[config.mk]
export PLATFORM = sky130hd
export DESIGN_NAME = key_debouncer
export DESIGN_NICKNAME = d
export VERILOG_FILES = /design/src/rtl/key_debouncer.sv
export SDC_FILE = /design/constraint.sdc
export NUM_CORES = 1
export LEC_CHECK = 0
export ABC_AREA = 1
export CAP_MARGIN = 15
export CORE_ASPECT_RATIO = 0.8
export CORE_MARGIN = 1
export CORE_UTILIZATION = 65
export DETAILED_ROUTE_END_ITERATION = 8
export PLACE_DENSITY_LB_ADDON = 0.08
export SYNTH_ARGS = -nofsm -noshare
export SYNTH_HDL_FRONTEND = slang
export SYNTH_SLANG_ARGS = --single-unit
[constraint.sdc]
create_clock -name clk_clk -period 5.8 [get_ports clk_clk]
set_input_delay 1.16 -clock clk_clk [delete_from_list [all_inputs] [get_ports clk_clk]]
set_output_delay 1.16 -clock clk_clk [all_outputs]
set_load 0.05 [all_outputs]
[src/rtl/key_debouncer.sv]
// Multi-channel push-button debouncer: two-flop synchronizer, per-channel
// stability counter, debounced level plus one-cycle press/release pulses.
module key_debouncer #(
    parameter int WIDTH   = 4,
    parameter int CNT_MAX = 1000000
) (
    input  logic             clk_clk,
    input  logic             reset_reset,
    input  logic [WIDTH-1:0] key_n_in,
    output logic [WIDTH-1:0] btn_level,
    output logic [WIDTH-1:0] btn_press,
    output logic [WIDTH-1:0] btn_release,
    output logic             btn_any
);

    localparam int CW = (CNT_MAX > 2) ? $clog2(CNT_MAX) : 1;
    localparam logic [CW-1:0] CNT_TOP = CW'(CNT_MAX - 1);
    localparam logic [CW-1:0] CNT_ONE = CW'(1);

    logic [WIDTH-1:0] sync1_r;
    logic [WIDTH-1:0] sync2_r;
    logic [WIDTH-1:0] stable_n_r;
    logic [WIDTH-1:0] stable_n_nxt_s;
    logic [WIDTH-1:0] load_s;
    logic [CW-1:0]    cnt_r     [WIDTH];
    logic [CW-1:0]    cnt_nxt_s [WIDTH];

    // Per-channel counter update and stable-state load decision
    always_comb begin
        load_s = '0;
        for (int i = 0; i < WIDTH; i++) begin
            cnt_nxt_s[i] = '0;
            if (sync2_r[i] != stable_n_r[i]) begin
                if (cnt_r[i] == CNT_TOP) begin
                    load_s[i]    = 1'b1;
                    cnt_nxt_s[i] = '0;
                end else begin
                    cnt_nxt_s[i] = cnt_r[i] + CNT_ONE;
                end
            end else begin
                cnt_nxt_s[i] = '0;
            end
        end
        // A load always flips the stable state, since it only happens when sync2 differs
        stable_n_nxt_s = stable_n_r ^ load_s;
    end

    // Two-flop synchronizer for the asynchronous board keys
    always_ff @(posedge clk_clk or posedge reset_reset) begin
        if (reset_reset) begin
            sync1_r <= '1;
            sync2_r <= '1;
        end else begin
            sync1_r <= key_n_in;
            sync2_r <= sync1_r;
        end
    end

    // Stability counters
    always_ff @(posedge clk_clk or posedge reset_reset) begin
        if (reset_reset) begin
            for (int i = 0; i < WIDTH; i++) begin
                cnt_r[i] <= '0;
            end
        end else begin
            for (int i = 0; i < WIDTH; i++) begin
                cnt_r[i] <= cnt_nxt_s[i];
            end
        end
    end

    // Level is registered together with stable_n so it changes on the load edge itself
    always_ff @(posedge clk_clk or posedge reset_reset) begin
        if (reset_reset) begin
            stable_n_r  <= '1;
            btn_level   <= '0;
            btn_press   <= '0;
            btn_release <= '0;
        end else begin
            stable_n_r  <= stable_n_nxt_s;
            btn_level   <= ~stable_n_nxt_s;
            btn_press   <= load_s & ~sync2_r;
            btn_release <= load_s & sync2_r;
        end
    end

    assign btn_any = |btn_level;

endmodule

==> reports/qor.txt, run 1 <==
CTS HTree Levels: 3
Ant. Diodes: 0
core area: 7950 um2
CP startpoint kind: register
most frequent cells in the layout: nor2_1, nand2_1, dfrtp_1, inv_1, nand3_1
Clk pwr share: 36.8%
Netlist cell types: 33
Die W: 103 um
Post-CTS Resized: 0
Mapped Avg Cell Area: 8.21 um2
Post-Synth XOR/XNOR Area: 6.26%
mux contribution to synthesized area: 0%
worst reg-to-reg setup slack: 4.16 ns
Synth Cell Area: 5320 um2
status: finished, final reports clean
DR WL/cell: 13.4 um
postcts setup bufs: 0
overall power: 1260 uW
switching power: 290 uW
Reg power frac: 59.3%
arrival time at the worst endpoint: 1.99 ns
wl on met1: 5.02 mm
dpl cells: 774
worst vdd ir: 0.272 mV
Ports: 19
unrepaired setup endpoints after global routing: false
Final Critical Period: 3.15 ns
Final Hold Fails: 0
logic gate share of total power: 3.9%
register area share after synthesis: 49.2%
clock transition at the registers of the reported paths: 0.10 ns
Area after DPL: 5640 um2
Max Slew Vio Count: 0
Crit Path Max Fanout: 2
Critical Path Sink Type: output port
TritonCTS buffer count: 9
largest net degree at the start of global routing: 68
Placement Rows: 29
Post-Synth Simple-Gate Area: 35.4%
Max transition margin: 48.4%
Primary FF master, synth: dfrtp_1
Finished Layout Cells: 790
root buf cell: clkbuf_8
first-pass GRT wire length: 18.4 mm
Initial DRC Count: 263
Async SR Flop Fraction: 100%
clock net sink count: 104
setup TNS: 0 ns
Maximum Capacitance Violations: 0
Routed Antenna Nets: 0
Synth warnings: 0
# port buffers: 18
Area Overhead vs Synth: 9.84%
Power Density: 215 nW/um2
Highest Signal Layer: met4
most common cell after layout, fill and taps aside: nor2_1
routed vias/inst: 5.31
Worst Hold Class: reg2reg
RD Place Congestion: 0.901
hold_buf cts: 0
number of synthesized register bits: 104
Max clock buf depth: 2
fin area: 5840 um2
routed wl met2: 5.03 mm
DRC viols: 0
share of post-route cells with drive strength above 1: 10.7%
met3 routed WL: 426 um
Leak: 0.00237 uW
Synth top area share: 43.3%
CTS tree: done
final wirelength: 10.6 mm
Tot GR Track Use: 27.8%
initial antenna violation count: 0
internal power: 966 uW
switching part of the total: 23.1%
largest family of logic cells by synthesized area: simple AND/OR/NAND/NOR gates
vias in the first global route: 4160
Die ar.: 8550 um2
Worst-Margin Slew: 0.774 ns
post-synthesis compound-gate area fraction: 2.89%
# setup viols final: 0
CP Class: reg2out
Synth area leaders: dfrtp_1, nor2_1, nand2_1
worst-skew pair later-pin latency: 0.37 ns
Tcrit/Tclk final: 54.3%
Initial Util: 66.9%
grt total ovfl: 0
achievable frequency: 0.317 GHz
largest area contributor in the netlist: dfrtp_1
Hold WS: 0.359 ns
Syn Nets: 658
CP required: 4.64 ns
Die Span Y: 82.9 um
EDFF count, synth: 0
NumNets Final: 687
via count: 4196
clk_skew: 0.0101 ns
1st-pass router iterations: 5
Post-Synth Adder-Cell Area: 0.941%
Gate Count Post-Synth: 648
HPWL after DPL: 7.84 mm
## flip-flops by register name (all words and copies together), names as in the netlist
name / count
cnt_r: 80
btn_level: 4
btn_press: 4
btn_release: 4
stable_n_r: 4
sync1_r: 4
sync2_r: 4
## cell type report
| class | instances | area (um2) |
|---|---|---|
| multi-input cells | 471 | 2420 |
| clock inverters | 5 | 63.8 |
| flip-flops and latches | 104 | 2620 |
| inverters | 71 | 269 |
| repair buffers | 20 | 195 |
| well taps | 108 | 135 |
| fillers | 601 | 2110 |
| clock buffers | 11 | 141 |
## cell usage after synthesis, drive strengths merged, types with 2 or more instances
library cell  instances
nor2                180
nand2               112
dfrtp                92
inv                  71
nand3                70
xor2                 25
nor3                 19
a21oi                15
xnor2                13
dfstp                12
nand4                12
o21ai                11
ha                    4
nor3b                 2
nor4                  2
## metrics by stage
| step | setup WS [ns] | util, % |
|---|---|---|
| detailed placement | 3.03 | 70.9 |
| floorplan | 1.93 | - |
| global route | 2.54 | 73.5 |
| global placement | 3.05 | 70.9 |
| finish | 2.65 | 73.5 |
| CTS | 2.62 | 73.5 |
## power groups by stage
stage / combinational [uW] / sequential, uW / clock, uW
after floorplan: 35.0 / 756 / 0
after global placement: 48.3 / 757 / 0
after detailed placement: 50.1 / 758 / 0
after CTS: 50.4 / 744 / 475
after global routing: 56.4 / 746 / 503
final: 48.8 / 744 / 463
## routing by layer
metal	vias to the layer above	global-route usage, %
li1	2120	-
met1	1974	38.7
met2	90	44.1
met3	12	5.05
met4	0	9.22
met5	-	0
## final timing paths
kind,startpoint,end,depth (start not counted)
min in group asynchronous,reset_reset,cnt_r[0],2
max in group asynchronous,reset_reset,stable_n_r[0],3
worst max-delay path,btn_level[1],btn_any,2
worst max register to register,sync2_r[1],cnt_r[51],5
worst min register to register,sync1_r[2],sync2_r[2],0
worst min-delay path,sync1_r[2],sync2_r[2],0
## critical path, cell delays in order (launching register included)
cell and delay [ns]:
dfrtp_1 0.39, or4_1 0.52, clkdlybuf4s50_1 0.72
## cells by family (layout without fill, tap and decap cells)
logic type                 Yosys count  in the layout
xor gates and xnor gates            38             38
adders and majority gates            4              4
DFF                                104            104
AOI/OAI and AO/OA                   29             29
buffers and inverters               73            107
and+or+nand+nor                    400            400
(Power assumes the default switching activity.)
==> inputs of run 2 (changes only) <==
--- a/config.mk
+++ b/config.mk
@@ -9,7 +9,7 @@
 export CAP_MARGIN = 15
 export CORE_ASPECT_RATIO = 0.8
 export CORE_MARGIN = 1
-export CORE_UTILIZATION = 65
+export CORE_UTILIZATION = 55
 export DETAILED_ROUTE_END_ITERATION = 8
 export PLACE_DENSITY_LB_ADDON = 0.08
 export SYNTH_ARGS = -nofsm -noshare
==> constraint.sdc (replaced) <==
create_clock -name clk_clk -period 2.8 [get_ports clk_clk]
set_input_delay 0.56 -clock clk_clk [delete_from_list [all_inputs] [get_ports clk_clk]]
set_output_delay 0.56 -clock clk_clk [all_outputs]
set_load 0.05 [all_outputs]
==> reports/qor.txt, run 2 (same netlist as run 1, synthesis figures left out) <==
CP endpoint: btn_any
Placement Rows: 31 (+6.9%)
most common cell after layout, fill and taps aside: nor2_1
Reg power frac: 52.9% (-6.4 points)
CTS HTree Levels: 3 (unchanged)
switching part of the total: 21.8% (-1.3 points)
Max clock buf depth: 2 (unchanged)
DR WL/cell: 13.2 um (-1.9%)
CP max stage cell: clkdlybuf4s50_1
dpl ws: 0.628 ns (-2.40 ns)
initial antenna violation count: 0 (unchanged)
Crit path max-delay family: buffers and inverters
largest net degree at the start of global routing: 65 (-4.4%)
1st-pass router iterations: 6 (+1)
Reg2Reg Depth: 5 (unchanged)
achievable frequency: 0.396 GHz
CTS tree: done
routed vias/inst: 5.19 (-2.3%)
Tot GR Track Use: 23.2% (-4.6 points)
Initial DRC Count: 278 (+5.7%)
clock transition at the registers of the reported paths: 0.07 ns (-0.03 ns)
Power Density: 488 nW/um2 (+130%)
# port buffers: 18 (unchanged)
area of the multi-input gates: 2420 um2 (unchanged)
Initial Util: 57.6% (-9.3 points)
worst vdd ir: 0.504 mV (+85%)
Worst Hold Class: reg2reg
CP peak stage delay: 0.72 ns (about the same)
Die ar.: 10100 um2 (+18%)
sequential standard cell area: 2620 um2 (unchanged)
# setup viols final: 0 (unchanged)
worst-skew pair later-pin latency: 0.35 ns (-0.02 ns)
reg-to-reg startpoint: cnt_r[40]
Leak: 0.00242 uW (+2.1%)
Tcrit/Tclk final: 90.2%
root buf cell: clkbuf_16
Reg with most FFs: cnt_r
postcts setup bufs: 0 (unchanged)
share of post-route cells with drive strength above 1: 10.9% (+0.15 points)
vias in the first global route: 3929 (-5.6%)
final worst-path setup slack: 0.275 ns (-2.37 ns)
max reg flops: 80 (unchanged)
CP Class: reg2out
NumNets Final: 688 (+0.15%)
worst-path cell chain: or4_1, clkdlybuf4s50_1
clock net sink count: 104 (unchanged)
Crit path depth: 2 (unchanged)
CP required: 2.24 ns (-2.40 ns)
Ports: 19 (unchanged)
worst reg-to-reg setup slack: 1.16 ns (-3.00 ns)
switching power: 634 uW (+120%)
Die W: 112 um (+8.5%)
Core Util, Final: 64.7% (-8.8 points)
Maximum Capacitance Violations: 0 (unchanged)
unrepaired setup endpoints after global routing: false
CP startpoint kind: register
Post-CTS Resized: 0 (unchanged)
final wirelength: 10.5 mm (-1.1%)
arrival time at the worst endpoint: 1.96 ns (-0.03 ns)
Critical Path Sink Type: output port
CP startpoint: btn_level[1]
first-pass GRT wire length: 18.5 mm (+0.19%)
FF-to-FF End: btn_press[1]
TritonCTS buffer count: 9 (unchanged)
internal power: 2280 uW (+140%)
Clk pwr share: 43.5% (+6.7 points)
grt total ovfl: 0 (unchanged)
Final Hold Fails: 0 (unchanged)
most frequent cells in the layout: nor2_1, nand2_1, dfrtp_1, inv_1, nand3_1
status: finished with violations
Die Span Y: 89.9 um (+8.5%)
Worst-Margin Slew: 0.630 ns (-0.144 ns)
core area: 9230 um2 (+16%)
HPWL after DPL: 7.67 mm (-2.1%)
Max transition margin: 57.9% (+9.4 points)
RD Place Congestion: 0.907 (+0.67%)
via count: 4135 (-1.5%)
setup TNS: 0 ns (unchanged)
Ant. Diodes: 0 (unchanged)
DRC viols: 1 (+1)
Crit Path Max Fanout: 2 (unchanged)
clk_skew: 0.00681 ns (-0.00331 ns)
failing checks: DRC
WP buf/inv: 1 (unchanged)
Final Critical Period: 2.52 ns
Area Overhead vs Synth: 12.2%
hold_buf cts: 0 (unchanged)
logic gate share of total power: 3.6% (-0.3 points)
Max Slew Vio Count: 0 (unchanged)
fillers: 777 (+29%)
Routed Antenna Nets: 0 (unchanged)
==> run 2: cell types whose count changed in the layout (fill, tap and decap cells not counted), sizes merged <==
cell      before  now
inv           73   72
clkbuf        11   10
buf            2    3
clkinvlp       1    2
==> run 2: area by class of cell <==
cell class / count / share of cell area, %
Clock buffer: 10 / 4.00
Sequential cell: 104 / 43.9
Clock inverter: 5 / 1.07
Timing Repair Buffer: 21 / 3.61
Multi-Input combinational cell: 471 / 40.5
Tap cell: 115 / 2.41
Inverter: 71 / 4.53
==> run 2: stage by stage <==
stage                     hold slack [ns]  instance area, um2  std cells  total power [uW]
after floorplan                     0.345                5320        648              1640
after global placement              0.346                5670        782              1670
after detailed placement            0.347                5670        782              1680
after CTS                           0.357                5970        797              2960
after global routing                0.362                5970        797              3030
final                               0.356                5970        797              2910
==> run 2: how the worst min path moves through the flow <==
stage                     from    endpoint  slack (ns)  depth (start not counted)
floorplan           sync1_r[0]  sync2_r[0]        0.35                          0
global placement    sync1_r[1]  sync2_r[1]        0.35                          0
detailed placement  sync1_r[3]  sync2_r[3]        0.35                          0
CTS                 sync1_r[3]  sync2_r[3]        0.36                          0
global route        sync1_r[3]  sync2_r[3]        0.36                          0
finish              sync1_r[3]  sync2_r[3]        0.36                          0
==> run 2: power groups by stage <==
| stage | logic, uW | clock network [uW] | registers (uW) |
|---|---|---|---|
| after CTS | 108 | 1310 | 1540 |
| final | 105 | 1270 | 1540 |
| after detailed placement | 108 | 0 | 1570 |
| after global routing | 124 | 1360 | 1540 |
| after floorplan | 72.9 | 0 | 1570 |
| after global placement | 105 | 0 | 1570 |
==> run 2: worst reg2reg max path, delay by kind of cell, from the launching register on <==
| family | cells | cell delay [ns] |
|---|---|---|
| adder cells (fa/ha/maj) | 1 | 0.21 |
| flip-flops | 1 | 0.37 |
| AND/OR/NAND/NOR | 4 | 0.93 |
==> run 2: routing by layer <==
metal / GRT usage [%] / part of all wire, % / up-vias
met3: 6.88 / 3.9 / 5
li1: - / - / 2115
met5: 0 / 0 / -
met1: 32.8 / 51 / 1954
met4: 5.67 / 0.51 / 0
met2: 35.1 / 45 / 61
